File: src/rtl/program_load_sequencer_if.sv
// Load-port and memory-write bundle between the host and the program-load sequencer.
// master = host/testbench side, slave = sequencer side.
interface program_load_sequencer_if #(
  parameter int IADDR_W = 5,
  parameter int DADDR_W = 6,
  parameter int IW      = 20,
  parameter int DW      = 8
);
  logic               ld_valid;
  logic               ld_ready;
  logic [IW-1:0]      ld_data;
  logic               ld_last;
  logic               inst_we;
  logic [IADDR_W-1:0] inst_waddr;
  logic [IW-1:0]      inst_wdata;
  logic               dmem_we;
  logic [DADDR_W-1:0] dmem_waddr;
  logic [DW-1:0]      dmem_wdata;

  modport master (
    output ld_valid, ld_data, ld_last,
    input  ld_ready, inst_we, inst_waddr, inst_wdata, dmem_we, dmem_waddr, dmem_wdata
  );

  modport slave (
    input  ld_valid, ld_data, ld_last,
    output ld_ready, inst_we, inst_waddr, inst_wdata, dmem_we, dmem_waddr, dmem_wdata
  );
endinterface

File: src/rtl/program_load_sequencer.sv
// Mini-core sequencer: streams program and data into memory, runs the CPU until halt.
// Optional run-cycle watchdog enabled by defining SEQ_WATCHDOG_EN.
//
// state    | meaning
// S_IDLE   | after reset, waiting for start
// S_LOAD_I | accepting instruction beats
// S_LOAD_D | accepting data beats
// S_RUN    | pipeline released, counting cycles until halt
// S_DONE   | CPU halted, done held until start
// S_ERROR  | load overflow or watchdog, err held until start
module program_load_sequencer #(
  parameter int IADDR_W = 5,
  parameter int DADDR_W = 6,
  parameter int IW      = 20,
  parameter int DW      = 8,
  parameter int CNT_W   = 16,
  parameter int MAX_CYC = 1000
) (
  input  logic                     i_clk,
  input  logic                     i_rst_n,
  input  logic                     i_start,
  program_load_sequencer_if.slave  bus,
  input  logic                     i_cpu_halted,
  output logic                     o_cpu_run,
  output logic                     o_done,
  output logic                     o_err,
  output logic [CNT_W-1:0]         o_cycle_count
);

  typedef enum logic [2:0] {
    S_IDLE, S_LOAD_I, S_LOAD_D, S_RUN, S_DONE, S_ERROR
  } state_t;

  state_t             r_state;
  state_t             w_state_nxt;
  logic [IADDR_W-1:0] r_inst_ptr;
  logic [DADDR_W-1:0] r_dmem_ptr;
  logic               r_inst_we;
  logic [IADDR_W-1:0] r_inst_waddr;
  logic [IW-1:0]      r_inst_wdata;
  logic               r_dmem_we;
  logic [DADDR_W-1:0] r_dmem_waddr;
  logic [DW-1:0]      r_dmem_wdata;
  logic               r_cpu_run;
  logic               r_done;
  logic               r_err;
  logic [CNT_W-1:0]   r_cycle_count;
  logic               w_ready;
  logic               w_accept;
  logic               w_start_ok;
  logic               w_timeout;

  assign w_ready    = (r_state == S_LOAD_I) || (r_state == S_LOAD_D);
  assign w_accept   = bus.ld_valid & w_ready;
  assign w_start_ok = i_start &
                      ((r_state == S_IDLE) || (r_state == S_DONE) || (r_state == S_ERROR));

`ifdef SEQ_WATCHDOG_EN
  localparam logic [CNT_W-1:0] LP_LIMIT_M1 = CNT_W'(MAX_CYC - 1);
  // Fires on the edge that would bring the count up to MAX_CYC.
  assign w_timeout = (r_cycle_count == LP_LIMIT_M1);
`else
  logic w_unused_max_cyc;
  assign w_unused_max_cyc = (MAX_CYC == 0);
  assign w_timeout        = 1'b0;
`endif

  always_comb begin
    w_state_nxt = r_state;
    case (r_state)
      S_IDLE, S_DONE, S_ERROR: begin
        if (i_start) w_state_nxt = S_LOAD_I;
      end
      S_LOAD_I: begin
        if (w_accept) begin
          if (bus.ld_last)          w_state_nxt = S_LOAD_D;
          else if (r_inst_ptr == '1) w_state_nxt = S_ERROR;
        end
      end
      S_LOAD_D: begin
        if (w_accept) begin
          if (bus.ld_last)          w_state_nxt = S_RUN;
          else if (r_dmem_ptr == '1) w_state_nxt = S_ERROR;
        end
      end
      S_RUN: begin
        if (i_cpu_halted)   w_state_nxt = S_DONE;
        else if (w_timeout) w_state_nxt = S_ERROR;
      end
      default: w_state_nxt = S_IDLE;
    endcase
  end

  always_ff @(posedge i_clk or negedge i_rst_n) begin
    if (!i_rst_n) begin
      r_state       <= S_IDLE;
      r_inst_ptr    <= '0;
      r_dmem_ptr    <= '0;
      r_inst_we     <= 1'b0;
      r_inst_waddr  <= '0;
      r_inst_wdata  <= '0;
      r_dmem_we     <= 1'b0;
      r_dmem_waddr  <= '0;
      r_dmem_wdata  <= '0;
      r_cpu_run     <= 1'b0;
      r_done        <= 1'b0;
      r_err         <= 1'b0;
      r_cycle_count <= '0;
    end else begin
      r_state   <= w_state_nxt;
      r_inst_we <= 1'b0;
      r_dmem_we <= 1'b0;
      r_cpu_run <= (w_state_nxt == S_RUN);
      if (w_start_ok) begin
        r_inst_ptr    <= '0;
        r_dmem_ptr    <= '0;
        r_done        <= 1'b0;
        r_err         <= 1'b0;
        r_cycle_count <= '0;
      end
      // Pointers stop at the top address; overflow is handled by the FSM, never by wrapping.
      if ((r_state == S_LOAD_I) && w_accept) begin
        r_inst_we    <= 1'b1;
        r_inst_waddr <= r_inst_ptr;
        r_inst_wdata <= bus.ld_data;
        if (r_inst_ptr != '1) r_inst_ptr <= r_inst_ptr + 1'b1;
      end
      if ((r_state == S_LOAD_D) && w_accept) begin
        r_dmem_we    <= 1'b1;
        r_dmem_waddr <= r_dmem_ptr;
        r_dmem_wdata <= bus.ld_data[DW-1:0];
        if (r_dmem_ptr != '1) r_dmem_ptr <= r_dmem_ptr + 1'b1;
      end
      if ((r_state == S_RUN) && (r_cycle_count != '1)) r_cycle_count <= r_cycle_count + 1'b1;
      if ((r_state == S_RUN) && (w_state_nxt == S_DONE)) r_done <= 1'b1;
      if ((r_state != S_ERROR) && (w_state_nxt == S_ERROR)) r_err <= 1'b1;
    end
  end

  assign bus.ld_ready   = w_ready;
  assign bus.inst_we    = r_inst_we;
  assign bus.inst_waddr = r_inst_waddr;
  assign bus.inst_wdata = r_inst_wdata;
  assign bus.dmem_we    = r_dmem_we;
  assign bus.dmem_waddr = r_dmem_waddr;
  assign bus.dmem_wdata = r_dmem_wdata;
  assign o_cpu_run      = r_cpu_run;
  assign o_done         = r_done;
  assign o_err          = r_err;
  assign o_cycle_count  = r_cycle_count;

endmodule
File: src/flat_wrapper.sv
// flat-port wrapper written by rule: the top's interface ports become plain ports
module program_load_sequencer_flat 
#(
  parameter int IADDR_W = 5,
  parameter int DADDR_W = 6,
  parameter int IW      = 20,
  parameter int DW      = 8,
  parameter int CNT_W   = 16,
  parameter int MAX_CYC = 1000
)
  (i_clk, i_rst_n, i_start, i_cpu_halted, o_cpu_run, o_done, o_err, o_cycle_count, bus_ld_valid, bus_ld_data, bus_ld_last, bus_ld_ready, bus_inst_we, bus_inst_waddr, bus_inst_wdata, bus_dmem_we, bus_dmem_waddr, bus_dmem_wdata);
  program_load_sequencer_if #(.IADDR_W(IADDR_W), .DADDR_W(DADDR_W), .IW(IW), .DW(DW)) bus_i ();
  input  logic i_clk;
  input  logic i_rst_n;
  input  logic i_start;
  input  logic i_cpu_halted;
  output logic o_cpu_run;
  output logic o_done;
  output logic o_err;
  output logic [CNT_W-1:0] o_cycle_count;
  input wire logic [$bits(bus_i.ld_valid)-1:0] bus_ld_valid;
  input wire logic [$bits(bus_i.ld_data)-1:0] bus_ld_data;
  input wire logic [$bits(bus_i.ld_last)-1:0] bus_ld_last;
  output wire logic [$bits(bus_i.ld_ready)-1:0] bus_ld_ready;
  output wire logic [$bits(bus_i.inst_we)-1:0] bus_inst_we;
  output wire logic [$bits(bus_i.inst_waddr)-1:0] bus_inst_waddr;
  output wire logic [$bits(bus_i.inst_wdata)-1:0] bus_inst_wdata;
  output wire logic [$bits(bus_i.dmem_we)-1:0] bus_dmem_we;
  output wire logic [$bits(bus_i.dmem_waddr)-1:0] bus_dmem_waddr;
  output wire logic [$bits(bus_i.dmem_wdata)-1:0] bus_dmem_wdata;
  assign bus_i.ld_valid = bus_ld_valid;
  assign bus_i.ld_data = bus_ld_data;
  assign bus_i.ld_last = bus_ld_last;
  assign bus_ld_ready = bus_i.ld_ready;
  assign bus_inst_we = bus_i.inst_we;
  assign bus_inst_waddr = bus_i.inst_waddr;
  assign bus_inst_wdata = bus_i.inst_wdata;
  assign bus_dmem_we = bus_i.dmem_we;
  assign bus_dmem_waddr = bus_i.dmem_waddr;
  assign bus_dmem_wdata = bus_i.dmem_wdata;
  program_load_sequencer #(.IADDR_W(IADDR_W), .DADDR_W(DADDR_W), .IW(IW), .DW(DW), .CNT_W(CNT_W), .MAX_CYC(MAX_CYC)) u_core (.i_clk(i_clk), .i_rst_n(i_rst_n), .i_start(i_start), .bus(bus_i), .i_cpu_halted(i_cpu_halted), .o_cpu_run(o_cpu_run), .o_done(o_done), .o_err(o_err), .o_cycle_count(o_cycle_count));
endmodule
File: config.mk
export PLATFORM = sky130hd
export DESIGN_NAME = program_load_sequencer_flat
export DESIGN_NICKNAME = d
export VERILOG_FILES = /design/src/rtl/program_load_sequencer_if.sv /design/src/rtl/program_load_sequencer.sv /design/src/flat_wrapper.sv
export SDC_FILE = /design/constraint.sdc
export NUM_CORES = 1
export LEC_CHECK = 0
export BUFFER_PORTS_ARGS = -buffer_cell sky130_fd_sc_hd__buf_2
export CAP_MARGIN = 20
export CORE_MARGIN = 2
export CORE_UTILIZATION = 50
export DETAILED_ROUTE_END_ITERATION = 6
export PLACE_DENSITY_LB_ADDON = 0.08
export SLEW_MARGIN = 10
export SYNTH_ARGS = -nofsm -noshare
export SYNTH_HDL_FRONTEND = slang
export SYNTH_SLANG_ARGS = --single-unit
File: constraint.sdc
create_clock -name i_clk -period 3.65 [get_ports i_clk]
set_clock_uncertainty 0.15 [all_clocks]
set_input_delay 0.1825 -clock i_clk [delete_from_list [all_inputs] [get_ports i_clk]]
set_output_delay 0.1825 -clock i_clk [all_outputs]
set_load 0.01 [all_outputs]
==> metrics.txt <==
Via Count ~2600; Hold Vio Cnt, Final 0; H-tree Lvls 3; DRC 0; Initial DRC Count about 100; Post-synth ARST share 1.00; Post-Syn Instances between 200 and 300; top_reg_cell synth dfrtp_1; area delta synth->final 28.3%; largest net degree at the start of global routing between 70 and 80; CP Max Fanout 28; CP max stage delay about 0.48 ns; # diodes 0; CTS tree yes; post-route cell area 4280 µm²; final setup TNS 0 ns; Die W between 80 and 90 µm; # IOs 87; number of global-route vias before repair between 2000 and 3000; Setup Crit Path Kind flip-flop to flip-flop; pwr/cell area around 700 nW/µm²; slew at the pin closest to its max-slew limit 0.934 ns; initial core utilization 0.522; CP Data Required Time around 3.7 ns; global-route wire length before repair about 12000 µm; initial antenna violation count 0; Seq cells post-synth 74; syn_area_per_cell 12.3 µm²; clk buf depth 2; Rows 29; CTS buffer count 9; Peak VDD IR 0.420 mV; max-cap viol count 0; most frequent cells in the layout buf_2 (85), dfrtp_1 (74), mux2_2 (40); total track usage 0.207; Tmin final roughly 2.2 ns; clock-pin slew on the worst setup and hold paths 0.08 ns; global route overflow 0; Setup Viol. Count Final 0; crit-path cells and4bb_2 -> buf_4 -> nor2b_1 -> nand4_1 -> xor2_1 -> nor2_1; WL per Instance ~15 µm; fraction of layout cells with a size suffix above 1 0.401; Clock Sinks 74; global placement routability congestion just over 0.8; syn nets around 300; Rel. slew slack 0.377; vias per cell 5.55; clk root buf clkbuf_8; RSZ-0062 raised after global routing false; final wirelength around 7000 µm; Finished Core Util 0.670; Antenna Nets Post-Route 0; Die Y approximately 86 µm; total setup buffers inserted after CTS 0; startpoint class of the critical path flip-flop; first drt pass iteration count 5; later-pin clock latency in the skew report about 0.34 ns; Syn. warnings 0; Final period util 0.602; Core ar. 6390 µm²; critical path's slowest cell dfrtp_1; total power draw 3050 µW; FMAX between 0.4 and 0.5 GHz; Worst Setup End Kind flip-flop; Post-synth EDFFs 0; Mapped Area between 3000 and 4000 µm²; WP data arrival 2.25 ns; Worst Path Buf+Inv 1; status complete, no violations; I/O Buffers 86; dpl cell area 3790 µm²; cell depth of the worst setup path 6; max-slew violation count 0; most common cell after layout, fill and taps aside buf_2; Min Hold Slack 0.0192 ns; static leakage between 0.002 and 0.0025 µW; hold crit path type input port to flip-flop; Seq/Total Area, Yosys 0.555; CP top delay family simple AND/OR/NAND/NOR gates; synth unique cells 53; hold path depth 3; nets 409; die area 7340 µm²; reg2reg path depth 6; dpl hpwl approximately 4500 µm
kinds of logic (layout without fill, tap and decap cells):
family | count (synthesis) | count (layout) | share of synthesized area
XOR/XNOR | 4 | 4 | 0.0105
adder cells (fa/ha/maj) | 4 | 4 | 0.0150
AND/OR/NAND/NOR | 88 | 88 | 0.151
flip-flops | 74 | 74 | 0.555
AO/OA/AOI/OAI | 43 | 43 | 0.101
multiplexers | 41 | 41 | 0.138
buffers and inverters | 17 | 130 | 0.0296
area by class of cell:
class | instances | area, µm²
fillers | 491 | 2110
flip-flops and latches | 74 | 1850
multi-input cells | 180 | 1380
repair buffers | 110 | 671
clock buffers | 11 | 151
clock inverters | 5 | 108
well taps | 77 | 96.3
inverters | 4 | 15.0
synth_stat cells, drive strengths merged, types with 6 or more instances:
library cell / n / area share
dfrtp: 74 / 0.56
mux2: 40 / 0.14
nand3: 18 / 0.031
nand2: 13 / 0.015
nor3: 12 / 0.018
and3: 11 / 0.023
buf: 11 / 0.023
nor2: 11 / 0.014
o21ai: 10 / 0.015
a211o: 8 / 0.021
nand4: 6 / 0.011
sequential cells by signal, summed over array words and instances (netlist names):
register	count
u_core.bus.inst_wdata	20
u_core.o_cycle_count	16
u_core.r_inst_ptr	5
u_core.o_done	1
u_core.r_state	3
u_core.bus.dmem_we	1
u_core.bus.inst_waddr	5
u_core.o_err	1
u_core.bus.inst_we	1
u_core.r_dmem_ptr	6
u_core.bus.dmem_waddr	6
u_core.o_cpu_run	1
u_core.bus.dmem_wdata	8
metal layers:
metal	GRT usage	part of all wire	vias up	wire, µm
li1	-	-	1228	-
met1	0.288	0.47	1259	3280
met2	0.305	0.46	68	3230
met3	0.0500	0.063	5	445
met4	0.0967	0.010	0	72
met5	0	0	-	0
through the flow:
| stage | cells | worst slack, ns |
|---|---|---|
| floorplan | 271 | 1.70 |
| global placement | 422 | 1.51 |
| detailed placement | 422 | 1.44 |
| CTS | 461 | 1.43 |
| global route | 461 | 1.24 |
| finish | 461 | 1.45 |
report_power, final:
group	leakage [µW]	internal, µW	switching (µW)
Combinational	0.00109	478	525
Sequential	0.000959	1070	167
Clock	0.000131	497	308
Total	0.00218	2050	1000
worst reg2reg max path: cells and delay by family (launching register included):
kind,cells,cell delay (ns)
flip-flops,1,0.48
XOR/XNOR,1,0.15
AND/OR/NAND/NOR,4,0.96
buffers and inverters,1,0.33
what timing repair did:
| item | 4_1_cts | 5_1_grt |
|---|---|---|
| setup endpoints to repair | 0 | 0 |
| hold buffers | 23 | 0 |
| hold endpoints to repair | 105 | 0 |
| gates resized for setup | 0 | 0 |
final timing paths:
path | from | endpoint | slack, ns
setup / recovery | u_core.r_state[1] | u_core.r_inst_ptr[3] | 1.45
hold / removal | bus_ld_last | u_core.r_state[1] | 0.02
setup reg to reg | u_core.r_state[1] | u_core.r_inst_ptr[3] | 1.45
hold reg to reg | u_core.o_err | u_core.o_err | 0.34
max in group asynchronous | i_rst_n | u_core.o_cycle_count[7] | 2.36
min in group asynchronous | i_rst_n | u_core.bus.inst_waddr[1] | 0.35
(Power assumes the default switching activity.)
